`src/rtl/countdown_arbiter_if.sv`:
```
// Bus between the requester blocks and the shared countdown timer.
//   master : requester side, drives req/len/abort, observes grant/status
//   slave  : arbiter side, the reverse
// Parameters: N_REQ requesters, WIDTH-bit lengths and counter.
interface countdown_arbiter_if #(
  parameter int unsigned N_REQ = 4,
  parameter int unsigned WIDTH = 8
);
  logic [N_REQ-1:0]       req;
  logic [N_REQ*WIDTH-1:0] len;
  logic                   abort;
  logic [N_REQ-1:0]       grant;
  logic                   busy;
  logic [WIDTH-1:0]       count;
  logic [N_REQ-1:0]       done;
  logic [7:0]             done_total;
  logic                   warn;

  modport master (
    output req, len, abort,
    input  grant, busy, count, done, done_total, warn
  );

  modport slave (
    input  req, len, abort,
    output grant, busy, count, done, done_total, warn
  );
endinterface

```
`src/rtl/countdown_arbiter.sv`:
```
// Round-robin arbiter sharing one down counter among N_REQ requesters.
// The winner's length is loaded on the grant edge, counted down to zero,
// and a one-cycle done pulse is returned to that requester.
// Ports:
//   clk  : rising-edge clock
//   rst  : synchronous active-high reset
//   bus  : countdown_arbiter_if.slave (req, len, abort in; grant, busy,
//          count, done, done_total, warn out)
// Optional feature: define TIMER_ARB_WARN_EN to enable the near-expiry
// warn output (busy && count == WARN_LEVEL); otherwise warn is tied low.
module countdown_arbiter #(
  parameter int unsigned N_REQ = 4,
  parameter int unsigned WIDTH = 8
`ifdef TIMER_ARB_WARN_EN
  ,
  parameter int unsigned WARN_LEVEL = 5
`endif
) (
  input logic             clk,
  input logic             rst,
  countdown_arbiter_if.slave bus
);

  localparam int unsigned IDX_W = (N_REQ > 1) ? $clog2(N_REQ) : 1;
  localparam int unsigned TOT_W = 8;

  typedef enum logic {IDLE = 1'b0, RUN = 1'b1} state_t;

  state_t             state_q, state_d;
  logic [N_REQ-1:0]   grant_q, grant_d;
  logic [N_REQ-1:0]   done_q, done_d;
  logic [WIDTH-1:0]   count_q, count_d;
  logic [TOT_W-1:0]   total_q, total_d;
  logic [IDX_W-1:0]   last_q, last_d;

  logic               found;
  logic [IDX_W-1:0]   win;
  logic [IDX_W-1:0]   cand;

  // Round-robin pick: first requester at or after last_grant+1, wrapping.
  always_comb begin
    found = 1'b0;
    win   = last_q;
    cand  = '0;
    for (int unsigned k = 1; k <= N_REQ; k++) begin
      cand = IDX_W'((32'(last_q) + k) % N_REQ);
      if (!found && bus.req[cand]) begin
        found = 1'b1;
        win   = cand;
      end
    end
  end

  // State register.
  always_ff @(posedge clk) begin
    if (rst) begin
      state_q <= IDLE;
      grant_q <= '0;
      done_q  <= '0;
      count_q <= '0;
      total_q <= '0;
      last_q  <= IDX_W'(N_REQ - 1);
    end else begin
      state_q <= state_d;
      grant_q <= grant_d;
      done_q  <= done_d;
      count_q <= count_d;
      total_q <= total_d;
      last_q  <= last_d;
    end
  end

  // Next-state and registered-output logic.
  always_comb begin
    state_d = state_q;
    grant_d = grant_q;
    done_d  = '0;
    count_d = count_q;
    total_d = total_q;
    last_d  = last_q;
    case (state_q)
      IDLE: begin
        if (found) begin
          grant_d = N_REQ'(1) << win;
          count_d = bus.len[32'(win) * WIDTH +: WIDTH];
          last_d  = win;
          state_d = RUN;
        end
      end
      RUN: begin
        // abort wins over a completion in the same cycle
        if (bus.abort) begin
          grant_d = '0;
          count_d = '0;
          state_d = IDLE;
        end else if (count_q == '0) begin
          done_d  = grant_q;
          grant_d = '0;
          total_d = total_q + TOT_W'(1);
          state_d = IDLE;
        end else begin
          count_d = count_q - WIDTH'(1);
        end
      end
      default: state_d = IDLE;
    endcase
  end

  assign bus.grant      = grant_q;
  assign bus.busy       = (state_q == RUN);
  assign bus.count      = count_q;
  assign bus.done       = done_q;
  assign bus.done_total = total_q;

`ifdef TIMER_ARB_WARN_EN
  assign bus.warn = (state_q == RUN) && (count_q == WIDTH'(WARN_LEVEL));
`else
  assign bus.warn = 1'b0;
`endif

endmodule

```
`src/flat_wrapper.sv`:
```
// flat-port wrapper written by rule: the top's interface ports become plain ports
module countdown_arbiter_flat 
#(
  parameter int unsigned N_REQ = 4,
  parameter int unsigned WIDTH = 8

)
  (clk, rst, bus_req, bus_len, bus_abort, bus_grant, bus_busy, bus_count, bus_done, bus_done_total, bus_warn);
  countdown_arbiter_if #(.N_REQ(N_REQ), .WIDTH(WIDTH)) bus_i ();
  input logic clk;
  input logic rst;
  input wire logic [$bits(bus_i.req)-1:0] bus_req;
  input wire logic [$bits(bus_i.len)-1:0] bus_len;
  input wire logic [$bits(bus_i.abort)-1:0] bus_abort;
  output wire logic [$bits(bus_i.grant)-1:0] bus_grant;
  output wire logic [$bits(bus_i.busy)-1:0] bus_busy;
  output wire logic [$bits(bus_i.count)-1:0] bus_count;
  output wire logic [$bits(bus_i.done)-1:0] bus_done;
  output wire logic [$bits(bus_i.done_total)-1:0] bus_done_total;
  output wire logic [$bits(bus_i.warn)-1:0] bus_warn;
  assign bus_i.req = bus_req;
  assign bus_i.len = bus_len;
  assign bus_i.abort = bus_abort;
  assign bus_grant = bus_i.grant;
  assign bus_busy = bus_i.busy;
  assign bus_count = bus_i.count;
  assign bus_done = bus_i.done;
  assign bus_done_total = bus_i.done_total;
  assign bus_warn = bus_i.warn;
  countdown_arbiter #(.N_REQ(N_REQ), .WIDTH(WIDTH)) u_core (.clk(clk), .rst(rst), .bus(bus_i));
endmodule
```
`config.mk`:
```
export PLATFORM = sky130hd
export DESIGN_NAME = countdown_arbiter_flat
export DESIGN_NICKNAME = d
export VERILOG_FILES = /design/src/rtl/countdown_arbiter_if.sv /design/src/rtl/countdown_arbiter.sv /design/src/flat_wrapper.sv
export SDC_FILE = /design/constraint.sdc
export NUM_CORES = 1
export LEC_CHECK = 0
export BUFFER_PORTS_ARGS = -buffer_cell sky130_fd_sc_hd__buf_4
export CAP_MARGIN = 20
export CORE_MARGIN = 2
export CORE_UTILIZATION = 48
export CTS_BUF_LIST = sky130_fd_sc_hd__clkbuf_16
export DETAILED_ROUTE_END_ITERATION = 6
export PLACE_DENSITY = 0.8
export RECOVER_POWER = 25
export SYNTH_ARGS = -nofsm -noshare
export SYNTH_HDL_FRONTEND = slang
export SYNTH_SLANG_ARGS = --single-unit
```
`constraint.sdc`:
```
create_clock -name clk -period 2.9 [get_ports clk]
set_clock_uncertainty 0.2 [all_clocks]
set_input_delay 0.58 -clock clk [delete_from_list [all_inputs] [get_ports clk]]
set_output_delay 0.58 -clock clk [all_outputs]
set_load 0.005 [all_outputs]
```
==> results of run 1 <==
placed cells by master (no fill, tap or decap), drive strengths merged, types with 2 or more instances in the layout:
master,Yosys,routed
nor2,28,28
ha,3,3
a22oi,4,4
a221o,2,2
a311oi,2,2
clkbuf,9,16
or3,5,5
and3,5,5
a21oi,12,12
nand3,10,10
dfxtp,27,27
a211oi,3,3
o31ai,2,2
nor4,2,2
nor3,2,2
a221oi,4,4
nand2b,4,4
buf,1,55
nand4,2,2
inv,4,4
or2,2,2
nand2,17,17
mux2,6,6
mux2i,4,4
o21ai,17,17
xor2,4,4
worst min-delay path by stage:
| stage | startpoint | endpoint | depth (start not counted) |
|---|---|---|---|
| 3_3_place_gp | u_core.bus.done_total[7] | u_core.bus.done_total[7] | 2 |
| 4_1_cts | u_core.bus.grant[0] | u_core.bus.done[0] | 1 |
| 6_report | u_core.bus.grant[0] | u_core.bus.done[0] | 1 |
| 5_1_grt | u_core.bus.grant[1] | u_core.bus.done[1] | 1 |
| 2_1_floorplan | u_core.bus.done_total[7] | u_core.bus.done_total[7] | 2 |
| 3_5_place_dp | u_core.bus.grant[0] | u_core.bus.done[0] | 1 |
metal layers:
layer,global-route usage [%],vias up,part of all wire [%]
li1,-,854,-
met1,34.2,810,44
met2,41.8,70,48
met3,3.57,8,5.7
met4,7.45,0,1.7
met5,0,-,0
cells by family after synthesis:
kind of cell             Yosys count
AND/OR/NAND/NOR                   83
flip-flops                        27
AO/OA/AOI/OAI                     56
XOR/XNOR                           5
buffers and inverters             14
other                              1
multiplexers                      10
adder cells (fa/ha/maj)            3
cell type report:
class,instances,area [um^2],area share (%)
tap,44,55.1,2.53
clock buffer,3,75.1,3.46
clock inverter,1,7.51,0.346
multi-input combinational,158,976,44.9
timing repair buffer,68,503,23.2
sequential,27,541,24.9
inverter,4,15.0,0.691
stage by stage:
step	utilization, %	cell area, um^2	worst slack (ns)	std cells
after floorplan	-	1580	0.452	199
after detailed placement	68.1	2100	0.324	301
after CTS	70.8	2180	0.299	305
final	70.6	2170	0.289	305
after global placement	68.1	2100	0.417	301
after global routing	70.6	2170	0.141	305
critical path, cell delays in order (launching register included):
cell and delay (ns):
dfxtp_1 0.34, inv_1 0.11, ha_1 0.16, or4b_1 0.45, or2_0 0.36, or3_4 0.44
or3_1 0.36, a21oi_1 0.14
power by group through the flow:
stage / registers (mW) / logic (mW) / clock network [mW]
after floorplan: 0.445 / 0.244 / 0
after global placement: 0.457 / 0.383 / 0
after detailed placement: 0.456 / 0.389 / 0
after CTS: 0.449 / 0.392 / 0.322
after global routing: 0.456 / 0.435 / 0.342
final: 0.451 / 0.392 / 0.321
state kept, by name, summed over array words and instances (netlist names):
signal	flops
u_core.last_q	2
u_core.bus.count	8
u_core.bus.done	4
u_core.bus.busy	1
u_core.bus.done_total	8
u_core.bus.grant	4
==> impl_metrics.yaml, run 1 <==
critical_path:
  r2r_start: "u_core.bus.count[0]"
  cp.required_ns: 2.90
  crit_fanout: 6
  crit_start: "u_core.bus.count[0]"
  endpoint_kind: "register"
  r2r_end: "u_core.bus.done_total[7]"
  reg2reg_slack_ns: 0.29
  worstPathArrival_ns: 2.61
  worstSetupPathType: "reg2reg"
  critPathCapture: "u_core.bus.done_total[7]"
  ff2ff_path_depth: 7
  startpoint_type: "register"
placement:
  hpwlAfterDp_um: 3320
  io_buffers: 63
  gp_congestion: 0.986
layout:
  drive_gt1_share_pct: 31.4
  fill_cells: 265
  synthToLayoutAreaGrowth_pct: 37.9
  fin_nets: 304
  antenna_cells: 0
floorplanning:
  die-height_um: 61.3
  io_pins: 65
  die_w_um: 61.3
  dieArea_um2: 3760
  core_area_um2: 3080
  initial_utilization_pct: 51.2
  rows: 20
synthesis:
  syn_nets: 241
  ys.flop_type: "dfxtp_1"
  async_flop_share_pct: 0
  synth_top_area_share_pct: 34.3
  synthXorXnorAreaFrac_pct: 2.78
  synth_compound_area_share_pct: 23.7
  synth_area_um2: 1580
  synth_top_family_by_area: "simple AND/OR/NAND/NOR gates"
  yosysUniqueCellTypes: 50
  yosys_warnings: 0
  synth.area.top_cells: "dfxtp_1, nor2_1, o21ai_0"
  synth-edff-count: 0
  synth_common_cells: "dfxtp_1, nor2_1, nand2_1, o21ai_0, a21oi_1"
  synthAdderAreaFrac_pct: 2.38
  synth-simple-area-share_pct: 26.1
  yosysTopAreaCell: "dfxtp_1"
  ys_seq_elements: 27
  synth.avg_cell_area_um2: 7.92
  synth_cells: 199
  seq_area_frac_synth_pct: 34.3
  synthMuxAreaShare_pct: 6.83
timing:
  worst_hold_slack_ns: 0.301
  slew_headroom_pct: 54.5
  finalCritPeriodShare_pct: 90.0
  timing.setup.tns_ns: 0
  fmax_ghz: 0.383
  hold_viol_final: 0
  tightest_slew_ns: 0.679
  drv_slew: 0
  period_needed_ns: 2.61
  final-setup-viol-count: 0
  rsz0062_at_grt: "false"
routing:
  drcViolationCount: 0
  wl_per_cell_um: 14.3
  first_iter_violations: 111
  drt_wl_total_um: 4360
  first_pass_iters: 5
  routed_via_density: 5.71
  vias: 1742
  ant_nets: 0
pwr:
  combPwrFrac_pct: 33.7
  clockPowerShare_pct: 27.5
  power.density_nw_per_um2: 536
  p_leak_nw: 0.977
  pwr-share-seq_pct: 38.8
  p_sw_share_pct: 32.6
  power.net_switching_uw: 379
  p_int_uw: 785
  ir_drop_uv: 404
  totalPowerFinal_mw: 1.16
clock_tree:
  cts_buffers: 3
  cts_sinks: 27
  h-tree-depth: 1
  cts_tree: "yes"
  clk_latency_ns: 0.26
  post_cts_buffers: 0
  holdBufCountCts: 0
  cts_buffer_depth: 2
  ctsResizeCount: 0
  clk_pin_slew_ns: 0.07
  cts-root-buf: "clkbuf_16"
grt:
  grt_pass1_wl_um: 7180
  antenna_found_initial: 0
  grt_max_degree: 23
  grt_pass1_vias: 1567
  track_usage_pct: 25.3
  grt.overflow.total: 0
min_path:
  hold_path.class: "reg2reg"
run_status:
  status: "finished clean"
run:
  cap_viol_max_count: 0
Note: power is estimated with default switching activity, not from simulation.
==> run 2, diff against run 1 <==
CELL_PAD_IN_SITES_DETAIL_PLACEMENT = 0   (was not set)
CELL_PAD_IN_SITES_GLOBAL_PLACEMENT = 1   (was not set)
CORE_UTILIZATION = 33   (was 48)
PLACE_DENSITY = not set   (was 0.8)
PLACE_DENSITY_LB_ADDON = 0.1   (was not set)
TNS_END_PERCENT = 1   (was not set)
==> impl_metrics.yaml, run 2 (synthesis gave the netlist of run 1 again) <==
floorplanning:
  core_area_um2: 4660
  initial_utilization_pct: 33.8
  dieArea_um2: 5340
  die_w_um: 73.1
  rows: 25
  io_pins: 65
  die-height_um: 73.1
critical_path:
  r2r_start: "u_core.bus.count[0]"
  cpLargestDelayFamily: "simple AND/OR/NAND/NOR gates"
  endpoint_kind: "register"
  cp.required_ns: 2.90
  worstPathArrival_ns: 2.61
  cpPeakStageDelay_ns: 0.46
  startpoint_type: "register"
  worstPathBufferInverterCount: 1
  reg2reg_slack_ns: 0.29
  crit_fanout: 6
  r2r_end: "u_core.bus.done_total[7]"
  cp_slowest_cell: "or4b_1"
  worstPathCellList: "inv_1 > ha_1 > or4b_1 > or2_0 > or3_4 > or3_1 > a21oi_1"
  worstSetupPathType: "reg2reg"
  crit_start: "u_core.bus.count[0]"
  ff2ff_path_depth: 7
timing:
  period_needed_ns: 2.61
  slew_headroom_pct: 53.5
  setup_ws_ns: 0.287
  finalCritPeriodShare_pct: 90.1
  timing.setup.tns_ns: 0
  rsz0062_at_grt: "false"
  tightest_slew_ns: 0.695
  hold_viol_final: 0
  drv_slew: 0
  fmax_ghz: 0.383
  final-setup-viol-count: 0
layout:
  antenna_cells: 0
  fin_nets: 305
  synthToLayoutAreaGrowth_pct: 39.7
  final_common_cell: "buf_4"
  drive_gt1_share_pct: 32.4
  multiInputGateArea_um2: 976
  seq_area_um2: 541
  final_cell_mix: "buf_4, nor2_1, dfxtp_1"
  final_cells: 316
  utilization_pct: 47.2
  fill_cells: 497
routing:
  ant_nets: 0
  wl_per_cell_um: 14.3
  first_iter_violations: 60
  vias: 1641
  drt_wl_total_um: 4510
  drcViolationCount: 0
  routed_via_density: 5.19
  first_pass_iters: 6
clock_tree:
  cts_buffers: 3
  ctsResizeCount: 0
  post_cts_buffers: 0
  holdBufCountCts: 0
  cts_buffer_depth: 2
  cts_tree: "yes"
  clk_pin_slew_ns: 0.07
  clk_latency_ns: 0.26
  cts_sinks: 27
  h-tree-depth: 1
  cts-root-buf: "clkbuf_16"
min_path:
  hold_path.class: "reg2reg"
  hold_path_end: "u_core.bus.done_total[7]"
  hold_depth: 2
  worstHoldStart: "u_core.bus.done_total[7]"
placement:
  io_buffers: 63
  hpwlAfterDp_um: 3460
  gp_congestion: 0.907
  place_inst: 312
  place_worst_setup_slack_ns: 0.331
pwr:
  power.density_nw_per_um2: 535
  ir_drop_uv: 266
  p_leak_nw: 0.994
  totalPowerFinal_mw: 1.18
run:
  cap_viol_max_count: 0
grt:
  antenna_found_initial: 0
  grt.overflow.total: 0
  grt_max_degree: 23
  grt_pass1_vias: 1524
  grt_pass1_wl_um: 7290
  track_usage_pct: 17.5
run_status:
  status: "finished clean"
run 2: cell types whose count changed in the layout (fill, tap and decap cells not counted):
cell and delta:
buf_4 +1, clkbuf_1 -2, clkbuf_4 +2, clkinvlp_4 -1
inv_6 +1
run 2: power by group:
group          switching (mW)  internal, mW  leakage (nW)
clock network           0.141         0.191        0.0415
logic                   0.201         0.194         0.732
registers              0.0455         0.404         0.221
total                   0.387         0.790         0.994
run 2: area by class of cell:
| cell class | instances | area share [%] |
|---|---|---|
| well taps | 54 | 3.07 |
| multi-input cells | 158 | 44.3 |
| flip-flops and latches | 27 | 24.6 |
| clock inverters | 1 | 0.398 |
| inverters | 4 | 0.682 |
| repair buffers | 69 | 23.5 |
| clock buffers | 3 | 3.41 |
run 2: per-stage QoR:
step	hold slack, ns	area [um^2]
5_1_grt	0.328	2200
6_report	0.289	2200
3_3_place_gp	0.278	2120
3_5_place_dp	0.281	2120
4_1_cts	0.293	2200
2_1_floorplan	0.274	1580
run 2: routing by layer:
metal	part of all wire (%)	track usage, %	vias to the layer above
li1	-	-	854
met1	49	23.8	741
met2	46	28.9	42
met3	3.7	2.21	4
met4	0.84	4.94	0
met5	0	0	-
run 2: how the worst max path moves through the flow:
stage	end	cells past startpoint
2_1_floorplan	u_core.bus.done_total[7]	8
3_3_place_gp	u_core.bus.done_total[7]	7
3_5_place_dp	u_core.bus.done_total[7]	7
4_1_cts	u_core.bus.done_total[7]	7
5_1_grt	u_core.bus.done_total[7]	7
6_report	u_core.bus.done_total[7]	7
run 2: tightest hold or removal path: stages (launching register included):
cell and delay (ns):
dfxtp_1 0.32, o21ai_0 0.07, a21oi_1 0.06
==> run 3, diff against run 2 <==
==> constraint.sdc (replaced) <==
create_clock -name clk -period 2.9 [get_ports clk]
set_clock_uncertainty 0.2 [all_clocks]
set_input_delay 0.29 -clock clk [delete_from_list [all_inputs] [get_ports clk]]
set_output_delay 0.29 -clock clk [all_outputs]
set_load 0.005 [all_outputs]
==> impl_metrics.yaml, run 3 (synthesis gave the netlist of run 1 again) <==
placement:
  placed_area_um2: 2090
  io_buffers: 63
  gp_congestion: 0.913
  hpwlAfterDp_um: 3460
layout:
  design_area_um2: 2180
  final_cell_mix: "buf_4, nor2_1, dfxtp_1"
  synthToLayoutAreaGrowth_pct: 38.3
  antenna_cells: 0
  drive_gt1_share_pct: 31.7
  final_common_cell: "buf_4"
  fin_nets: 302
timing:
  drv_slew: 0
  period_needed_ns: 2.60
  worst_hold_slack_ns: 0.0939
  rsz0062_at_grt: "false"
  tightest_slew_ns: 0.680
  timing.setup.tns_ns: 0
  slew_headroom_pct: 54.4
  final-setup-viol-count: 0
  fmax_ghz: 0.385
  finalCritPeriodShare_pct: 89.6
  hold_viol_final: 0
critical_path:
  worstPathArrival_ns: 2.61
  worstPathCellList: "inv_1 > ha_1 > or4b_1 > or2_0 > or3_4 > or3_1 > a21oi_1"
  endpoint_kind: "register"
  cpLargestDelayFamily: "simple AND/OR/NAND/NOR gates"
  worstPathBufferInverterCount: 1
  crit_fanout: 6
  crit_start: "u_core.bus.count[0]"
  cp.required_ns: 2.91
  cpPeakStageDelay_ns: 0.45
  r2r_start: "u_core.bus.count[0]"
  cp_slowest_cell: "or4b_1"
  worstSetupPathType: "reg2reg"
  startpoint_type: "register"
clock_tree:
  ctsResizeCount: 0
  cts_tree: "yes"
  cts_sinks: 27
  holdBufCountCts: 0
  post_cts_buffers: 0
  clk_latency_ns: 0.27
  cts_buffers: 3
  clk_pin_slew_ns: 0.07
  cts-root-buf: "clkbuf_16"
  h-tree-depth: 1
  cts_buffer_depth: 2
grt:
  grt_max_degree: 23
  track_usage_pct: 17.7
  antenna_found_initial: 0
  grt.overflow.total: 0
  grt_pass1_wl_um: 7410
  grt_pass1_vias: 1542
routing:
  vias: 1672
  first_iter_violations: 116
  drcViolationCount: 0
  wl_met1_um: 2180
  wl_per_cell_um: 14.7
  ant_nets: 0
  first_pass_iters: 4
  highest_layer: "met4"
  wl_met3_um: 285
  dr_wl_met2_um: 2070
  drt_wl_total_um: 4600
  routed_via_density: 5.34
pwr:
  p_sw_share_pct: 33.7
  combPwrFrac_pct: 32.7
  pwr-share-seq_pct: 38.3
  p_leak_nw: 0.980
  ir_drop_uv: 246
  power.net_switching_uw: 397
  clockPowerShare_pct: 29.0
  totalPowerFinal_mw: 1.18
  p_int_uw: 781
  power.density_nw_per_um2: 541
min_path:
  worstHoldStart: "bus_len[19]"
  hold_path.class: "in2reg"
floorplanning:
  core_area_um2: 4660
  io_pins: 65
  initial_utilization_pct: 33.8
  die_w_um: 73.1
  dieArea_um2: 5340
  die-height_um: 73.1
  rows: 25
run:
  cap_viol_max_count: 0
run_status:
  status: "finished clean"
[run 3: changes by cell type in the layout (fill, tap and decap cells not counted), sizes merged]
cell	delta
buf	-3
[run 3: power by group through the flow]
stage          Combinational [mW]  Clock (mW)  Sequential (mW)
4_1_cts                     0.387       0.342            0.451
3_3_place_gp                0.392           0            0.460
2_1_floorplan               0.244           0            0.445
6_report                    0.385       0.341            0.451
5_1_grt                     0.426       0.358            0.457
3_5_place_dp                0.385           0            0.460
[run 3: area by class of cell]
class                           count  area, um^2
Clock buffer                        3        75.1
Multi-Input combinational cell    158         976
Tap cell                           54        67.6
Timing Repair Buffer               66         495
Sequential cell                    27         541
Clock inverter                      1        8.76
Inverter                            4        15.0
Fill cell                         499        2480
[run 3: metrics by stage]
step	setup slack (ns)	util (%)	instances
after floorplan	0.452	-	199
after global placement	0.400	44.9	309
after detailed placement	0.331	44.9	309
after CTS	0.306	46.7	313
after global routing	0.209	46.7	313
final	0.302	46.7	313
[run 3: per-layer routing]
| layer | track usage, % | vias to the layer above |
|---|---|---|
| met1 | 24.7 | 764 |
| met3 | 2.76 | 5 |
| met4 | 5.56 | 0 |
| met5 | 0 | - |
| met2 | 27.8 | 56 |
| li1 | - | 847 |
[run 3: final timing paths]
| path | depth (start not counted) | end | slack (ns) |
|---|---|---|---|
| max | 7 | u_core.bus.done_total[7] | 0.30 |
| min | 3 | u_core.bus.count[3] | 0.09 |
| max reg2reg | 7 | u_core.bus.done_total[7] | 0.30 |
| min reg2reg | 2 | u_core.bus.done_total[7] | 0.29 |
[run 3: worst register-to-register path: cells and delay by family (launching register included)]
family	cells	cell delay, ns
simple gates	4	1.58
buf+inv	1	0.12
fa+ha+maj	1	0.15
flops	1	0.35
compound gates	1	0.13
